<file path="config.mk">
export PLATFORM = sky130hd
export DESIGN_NAME = ccu_sequencer_flat
export DESIGN_NICKNAME = d
export VERILOG_FILES = /design/src/rtl/ccu_sequencer_if.sv /design/src/rtl/ccu_sequencer.sv /design/src/flat_wrapper.sv
export SDC_FILE = /design/constraint.sdc
export NUM_CORES = 1
export LEC_CHECK = 0
export ABC_AREA = 1
export BUFFER_PORTS_ARGS = -buffer_cell sky130_fd_sc_hd__buf_4
export CAP_MARGIN = 20
export CORE_MARGIN = 1.5
export CORE_UTILIZATION = 53
export DETAILED_ROUTE_END_ITERATION = 8
export GPL_TIMING_DRIVEN = 0
export PLACE_DENSITY_LB_ADDON = 0.12
export SETUP_SLACK_MARGIN = 0.15
export SLEW_MARGIN = 20
export SYNTH_ARGS = -nofsm -noshare
export SYNTH_HDL_FRONTEND = slang
export SYNTH_SLANG_ARGS = --single-unit
</file>
<file path="constraint.sdc">
create_clock -name clk -period 1.8 [get_ports clk]
set_input_delay 0.54 -clock clk [delete_from_list [all_inputs] [get_ports clk]]
set_output_delay 0.54 -clock clk [all_outputs]
set_load 0.01 [all_outputs]
</file>
<file path="src/rtl/ccu_sequencer_if.sv">
// Instruction handshake, ALU operand/result and debug-read bus of the CCU sequencer.
interface ccu_sequencer_if;
  logic        instr_valid;
  logic        instr_ready;
  logic [15:0] instr;
  logic [7:0]  alu_a;
  logic [7:0]  alu_b;
  logic [3:0]  alu_n;
  logic [7:0]  alu_r;
  logic [3:0]  alu_cc;
  logic        alu_we;
  logic [3:0]  cc_q;
  logic        done;
  logic        err;
  logic [2:0]  dbg_addr;
  logic [7:0]  dbg_data;

  modport slave (
    input  instr_valid, instr, alu_r, alu_cc, alu_we, dbg_addr,
    output instr_ready, alu_a, alu_b, alu_n, cc_q, done, err, dbg_data
  );

  modport master (
    output instr_valid, instr, alu_r, alu_cc, alu_we, dbg_addr,
    input  instr_ready, alu_a, alu_b, alu_n, cc_q, done, err, dbg_data
  );
endinterface

</file>
<file path="src/rtl/ccu_sequencer.sv">
// Instruction sequencer and 8x8 register file feeding the CCU ALU.
// IDLE accepts, EXEC samples the ALU, WB commits the result to the register file.
module ccu_sequencer (
  input  logic             clk,
  input  logic             rst_n,
  ccu_sequencer_if.slave   bus
);

  localparam int unsigned DW   = 8;
  localparam int unsigned NREG = 8;
  localparam int unsigned AW   = 3;
  localparam int unsigned OPW  = 4;
  localparam int unsigned CCW  = 4;

  typedef enum logic [1:0] {
    S_IDLE = 2'd0,
    S_EXEC = 2'd1,
    S_WB   = 2'd2
  } state_t;

  state_t          r_state;
  state_t          w_next_state;
  logic            w_accept;

  logic [DW-1:0]   r_rf [NREG];
  logic [DW-1:0]   r_alu_a;
  logic [DW-1:0]   r_alu_b;
  logic [OPW-1:0]  r_alu_n;
  logic [AW-1:0]   r_dst;
  logic [DW-1:0]   r_imm;
  logic            r_is_ldi;
  logic [DW-1:0]   r_res;
  logic [CCW-1:0]  r_cc_cap;
  logic            r_we_cap;
  logic [CCW-1:0]  r_cc_q;
  logic            r_err;
  logic            r_ready;
  logic            r_done;

  logic [OPW-1:0]  w_op;
  logic [AW-1:0]   w_dst;
  logic [AW-1:0]   w_src_a;
  logic [AW-1:0]   w_src_b;
  logic [DW-1:0]   w_imm;
  logic            w_is_alu;
  logic            w_is_ldi;
  logic            w_illegal;

  assign w_op      = bus.instr[15:12];
  assign w_dst     = bus.instr[11:9];
  assign w_src_a   = bus.instr[8:6];
  assign w_src_b   = bus.instr[5:3];
  assign w_imm     = bus.instr[7:0];
  assign w_is_alu  = ~w_op[3];
  assign w_is_ldi  = (w_op == OPW'(8));
  assign w_illegal = w_op[3] & (w_op[2:0] != 3'd0);

  // State register
  always_ff @(posedge clk or negedge rst_n) begin
    if (!rst_n) r_state <= S_IDLE;
    else        r_state <= w_next_state;
  end

  // Next-state logic; illegal words are accepted but leave the FSM in IDLE
  always_comb begin
    w_next_state = r_state;
    w_accept     = 1'b0;
    case (r_state)
      S_IDLE: begin
        if (bus.instr_valid) begin
          w_accept = 1'b1;
          if (w_is_alu)      w_next_state = S_EXEC;
          else if (w_is_ldi) w_next_state = S_WB;
        end
      end
      S_EXEC:  w_next_state = S_WB;
      S_WB:    w_next_state = S_IDLE;
      default: w_next_state = S_IDLE;
    endcase
  end

  // Handshake/status flags registered from the next state
  always_ff @(posedge clk or negedge rst_n) begin
    if (!rst_n) begin
      r_ready <= 1'b1;
      r_done  <= 1'b0;
      r_err   <= 1'b0;
    end else begin
      r_ready <= (w_next_state == S_IDLE);
      r_done  <= (w_next_state == S_WB);
      r_err   <= w_accept & w_illegal;
    end
  end

  // Operand issue, ALU capture and write-back
  always_ff @(posedge clk or negedge rst_n) begin
    if (!rst_n) begin
      for (int i = 0; i < int'(NREG); i++) r_rf[i] <= '0;
      r_alu_a  <= '0;
      r_alu_b  <= '0;
      r_alu_n  <= '0;
      r_dst    <= '0;
      r_imm    <= '0;
      r_is_ldi <= 1'b0;
      r_res    <= '0;
      r_cc_cap <= '0;
      r_we_cap <= 1'b0;
      r_cc_q   <= '0;
    end else begin
      if (w_accept && w_is_alu) begin
        r_alu_a  <= r_rf[w_src_a];
        r_alu_b  <= r_rf[w_src_b];
        r_alu_n  <= w_op;
        r_dst    <= w_dst;
        r_is_ldi <= 1'b0;
      end
      if (w_accept && w_is_ldi) begin
        r_dst    <= w_dst;
        r_imm    <= w_imm;
        r_is_ldi <= 1'b1;
      end
      if (r_state == S_EXEC) begin
        r_res    <= bus.alu_r;
        r_cc_cap <= bus.alu_cc;
        r_we_cap <= bus.alu_we;
      end
      if (r_state == S_WB) begin
        if (r_is_ldi) begin
          r_rf[r_dst] <= r_imm;
        end else begin
          if (r_we_cap) r_rf[r_dst] <= r_res;
          r_cc_q <= r_cc_cap;
        end
      end
    end
  end

  assign bus.instr_ready = r_ready;
  assign bus.done        = r_done;
  assign bus.err         = r_err;
  assign bus.alu_a       = r_alu_a;
  assign bus.alu_b       = r_alu_b;
  assign bus.alu_n       = r_alu_n;
  assign bus.cc_q        = r_cc_q;
  assign bus.dbg_data    = r_rf[bus.dbg_addr];

endmodule

</file>
<file path="src/flat_wrapper.sv">
// flat-port wrapper written by rule: the top's interface ports become plain ports
module ccu_sequencer_flat 
  (clk, rst_n, bus_instr_valid, bus_instr, bus_alu_r, bus_alu_cc, bus_alu_we, bus_dbg_addr, bus_instr_ready, bus_alu_a, bus_alu_b, bus_alu_n, bus_cc_q, bus_done, bus_err, bus_dbg_data);
  ccu_sequencer_if bus_i ();
  input  logic clk;
  input  logic rst_n;
  input wire logic [$bits(bus_i.instr_valid)-1:0] bus_instr_valid;
  input wire logic [$bits(bus_i.instr)-1:0] bus_instr;
  input wire logic [$bits(bus_i.alu_r)-1:0] bus_alu_r;
  input wire logic [$bits(bus_i.alu_cc)-1:0] bus_alu_cc;
  input wire logic [$bits(bus_i.alu_we)-1:0] bus_alu_we;
  input wire logic [$bits(bus_i.dbg_addr)-1:0] bus_dbg_addr;
  output wire logic [$bits(bus_i.instr_ready)-1:0] bus_instr_ready;
  output wire logic [$bits(bus_i.alu_a)-1:0] bus_alu_a;
  output wire logic [$bits(bus_i.alu_b)-1:0] bus_alu_b;
  output wire logic [$bits(bus_i.alu_n)-1:0] bus_alu_n;
  output wire logic [$bits(bus_i.cc_q)-1:0] bus_cc_q;
  output wire logic [$bits(bus_i.done)-1:0] bus_done;
  output wire logic [$bits(bus_i.err)-1:0] bus_err;
  output wire logic [$bits(bus_i.dbg_data)-1:0] bus_dbg_data;
  assign bus_i.instr_valid = bus_instr_valid;
  assign bus_i.instr = bus_instr;
  assign bus_i.alu_r = bus_alu_r;
  assign bus_i.alu_cc = bus_alu_cc;
  assign bus_i.alu_we = bus_alu_we;
  assign bus_i.dbg_addr = bus_dbg_addr;
  assign bus_instr_ready = bus_i.instr_ready;
  assign bus_alu_a = bus_i.alu_a;
  assign bus_alu_b = bus_i.alu_b;
  assign bus_alu_n = bus_i.alu_n;
  assign bus_cc_q = bus_i.cc_q;
  assign bus_done = bus_i.done;
  assign bus_err = bus_i.err;
  assign bus_dbg_data = bus_i.dbg_data;
  ccu_sequencer u_core (.clk(clk), .rst_n(rst_n), .bus(bus_i));
endmodule
</file>
==> results by group <==
Timing
  – Crit share post-route: 119%
  – Slew headroom: approximately three fifths
  – Fmax achieved: between 400 and 500 MHz
  – Final Max Tran Viols: 0
  – Fin crit period: 2.14 ns
  – Slew of the pin with the lowest slew margin: 0.602 ns
  – RSZ-0062 raised after global routing: true
  – Final setup fails: 8
  – Final Hold Vio Count: 0
  – Setup ws final: -0.339 ns
  – Setup Skew: 0.00980 ns
  – TNS Setup: -2.61 ns

Global route
  – Global-route wire length before repair: about 32000 um
  – GRT overflow: 0
  – Largest net degree at the start of global routing: 82
  – GRT Resource Usage Total: approximately 32%
  – Initial antenna violation count: 0
  – Vias in the first global route: between 5000 and 6000

Clocking
  – H-tree depth: 4
  – Clock Pin Slew Worst Setup and Hold Paths: 0.06 ns
  – CTS Buffer Depth: 2
  – Worst skew pair latency: approximately 0.43 ns
  – TritonCTS Buffers: 17
  – CTS Sinks: about 120
  – TritonCTS clock tree: yes
  – CTS Hold Buffers Added: 0
  – Clk root buf: clkbuf_16

Synth
  – Post-synth top area cell: dfrtp_1
  – Post-Synthesis Cells: ~870
  – Post-synth top cells: 303 x nand2_1, 117 x dfrtp_1, 114 x nand3_1
  – Async S/R FF share, synth: 100%
  – Yosys warns: 0
  – Synth Net Count: roughly 910
  – Synth Flop Type: dfrtp_1
  – Cell area after synthesis: between 6000 and 7000 sq um
  – Seq/Total Area, Yosys: a little under half
  – Avg Inst Size Synth: between 7 and 8 sq um
  – Post-synth EDFFs: 0
  – Seq cells post-synth: between 100 and 150
  – Most numerous cell in the Yosys netlist: nand2_1
  – Area share of the largest cell type after synthesis: about 45%
  – Yosys cell types: 22
  – Synth top area cells: dfrtp_1 45%, nand2_1 18%, nand3_1 8.8%

Layout
  – Area growth, synth to finish: 29.2%
  – Total inserted antenna cells: 0
  – FILL cells: 992
  – Final Instance Area: around 8400 sq um
  – Reg area: slightly below 3000 sq um
  – Final nets: ~1000
  – Layout cells sized above 1: between 20% and 30%
  – Finished Layout Cells: about 1100
  – Footprint of the multi-input gates: around 3300 sq um

Pwr
  – Comb power frac: between 30 and 40%
  – Switch share: between 30% and 40%
  – Worst vdd ir: 941 uV
  – Power share of the sequential group: 36.3%
  – Clk network pwr share: between 20% and 30%
  – Cell leakage power: a little over 4 nW
  – Switch Pwr: 0.00412 W
  – Total power: approximately 0.011 W
  – Pint: between 0.006 and 0.007 W
  – Power Density: between 1000 and 1500 nW/um^2

Critical path
  – R2R cell count: 5
  – Beginning of the worst register-to-register path: u_core.r_is_ldi
  – Worst EP required: ~1.3 ns
  – CP arrival: 1.60 ns
  – Reg2reg end: u_core.r_rf[46]
  – CP Capture Type: output pin
  – Reg-to-reg slack, setup: roughly 0.20 ns
  – CP startpoint kind: input pin
  – Class of the most critical setup path: in2out
  – Crit Path Max Fanout: 7

Die
  – DIE HEIGHT: about 110 um
  – Core area: about 12000 sq um
  – Std-Cell Rows: 40
  – Die Area: ~13000 sq um
  – Die X: approximately 110 um
  – Initial Util: between 50% and 60%
  – Ports: 70

Detailed routing
  – Routed Antenna Nets: 0
  – WL per Instance: ~18 um
  – 1st-iter DRT viols: between 500 and 600
  – DR vias: about 6100
  – Mean number of vias per cell: 5.48
  – DR pass1 iterations: 5
  – Routed WL: roughly 20000 um
  – DRC: 0

Placement
  – Dpl cells: approximately 1100
  – Port Buffers: slightly above 60
  – Placed cell area: roughly 7300 sq um
  – Hpwl dp: 14000 um
  – Placer Congestion: between 1 and 1.5

Status
  – Violated checks: negative setup slack
  – Outcome: finished, violations left

Run
  – Max Cap Violations: 0

Worst hold path
  – Worst hold path class: in2async
## worst max-delay path: stages
cell,delay [ns]
buf_8,0.09
clkinvlp_4,0.09
buf_12,0.15
buf_12,0.15
a21oi_4,0.12
o21ai_2,0.09
nand2_1,0.10
nand2_1,0.07
nand2_2,0.08
buf_6,0.10
## routing by layer
| metal | share of wire, % | GRT usage [%] | wire (um) | vias to the layer above |
|---|---|---|---|---|
| met4 | 3.6 | 15.4 | 703 | 0 |
| met1 | 43 | 44.8 | 8590 | 2873 |
| li1 | - | - | - | 2970 |
| met2 | 45 | 49.3 | 8960 | 261 |
| met5 | 0 | 0 | 0 | - |
| met3 | 7.6 | 6.48 | 1510 | 43 |
## kinds of logic (layout without fill, tap and decap cells)
group                  count (synthesis)  after routing  share of synthesized area [%]
and+or+nand+nor                      446            446                           29.8
AOI/OAI and AO/OA                    157            157                           13.0
buffers and inverters                142            245                           9.97
DFF                                  118            118                           45.7
muxes                                  9              9                           1.57
## through the flow
step	setup WS (ns)	hold WS, ns	utilization (%)
finish	-0.339	0.00387	69.8
global route	-0.390	0.0349	69.8
CTS	-0.302	0.0181	68.9
detailed placement	-0.483	0.461	61.1
global placement	-0.490	0.459	60.8
floorplan	0.111	0.244	-
## cell usage in the layout (no fill, tap or decap), types with 2 or more instances in the layout
master | Yosys | final
nand2_1 | 303 | 288
dfrtp_1 | 117 | 117
nand3_1 | 114 | 114
inv_1 | 93 | 90
o21ai_0 | 95 | 69
buf_4 | 2 | 62
o21ai_2 | 14 | 21
clkbuf_16 | 0 | 20
nand2_2 | 3 | 18
buf_6 | 11 | 17
o21ai_4 | 0 | 15
a21oi_1 | 39 | 15
buf_2 | 17 | 14
a21oi_2 | 0 | 13
o21ai_1 | 9 | 13
nor2_4 | 11 | 11
a21oi_4 | 0 | 11
nor2_1 | 11 | 11
mux2_2 | 9 | 9
clkbuf_1 | 13 | 8
clkinvlp_4 | 0 | 5
clkinv_2 | 0 | 5
buf_1 | 4 | 4
inv_6 | 0 | 4
buf_12 | 0 | 3
inv_2 | 2 | 2
buf_8 | 0 | 2
nand2_4 | 2 | 2
clkinv_4 | 0 | 2
buf_16 | 0 | 2
## state kept, by name, summed over array words and instances (netlist names), 2 cells and up
signal            cells
u_core.bus.alu_n      4
u_core.r_dst          3
u_core.bus.alu_b      8
u_core.r_res          8
u_core.bus.cc_q       4
u_core.r_rf          64
u_core.bus.alu_a      8
u_core.r_imm          8
u_core.r_cc_cap       4
u_core.r_state        2
## area by class of cell
| class | instances | share of cell area [%] |
|---|---|---|
| tap | 147 | 2.20 |
| clock buffer | 17 | 5.09 |
| sequential | 118 | 35.4 |
| multi-input combinational | 612 | 39.2 |
| buffer | 47 | 4.75 |
| clock inverter | 15 | 1.56 |
| inverter | 95 | 4.39 |
| timing repair buffer | 71 | 7.45 |
## worst max-delay path by stage
stage	to	startpoint	depth (start not counted)	slack, ns
CTS	bus_dbg_data[2]	bus_dbg_addr[0]	10	-0.30
global placement	bus_dbg_data[0]	bus_dbg_addr[0]	8	-0.49
finish	bus_dbg_data[3]	bus_dbg_addr[0]	10	-0.34
detailed placement	bus_dbg_data[0]	bus_dbg_addr[0]	8	-0.48
global route	bus_dbg_data[7]	bus_dbg_addr[0]	10	-0.39
floorplan	bus_dbg_data[5]	bus_dbg_addr[1]	8	0.11
## repair_timing
action / 4_1_cts / 5_1_grt
endpoints found under the setup margin: 43 / 49
gates resized for setup: 66 / 15
pin swaps: 19 / 5
cloned: 2 / 0
setup buffers: 3 / 4
## power by group through the flow
stage	sequential, W	clock [W]	combinational [W]
5_1_grt	0.00402	0.00337	0.00403
3_3_place_gp	0.00385	0	0.00318
6_report	0.00393	0.00323	0.00366
2_1_floorplan	0.00389	0	0.00205
3_5_place_dp	0.00387	0	0.00324
4_1_cts	0.00392	0.00324	0.00348
Power figures use the tool's default switching activity.
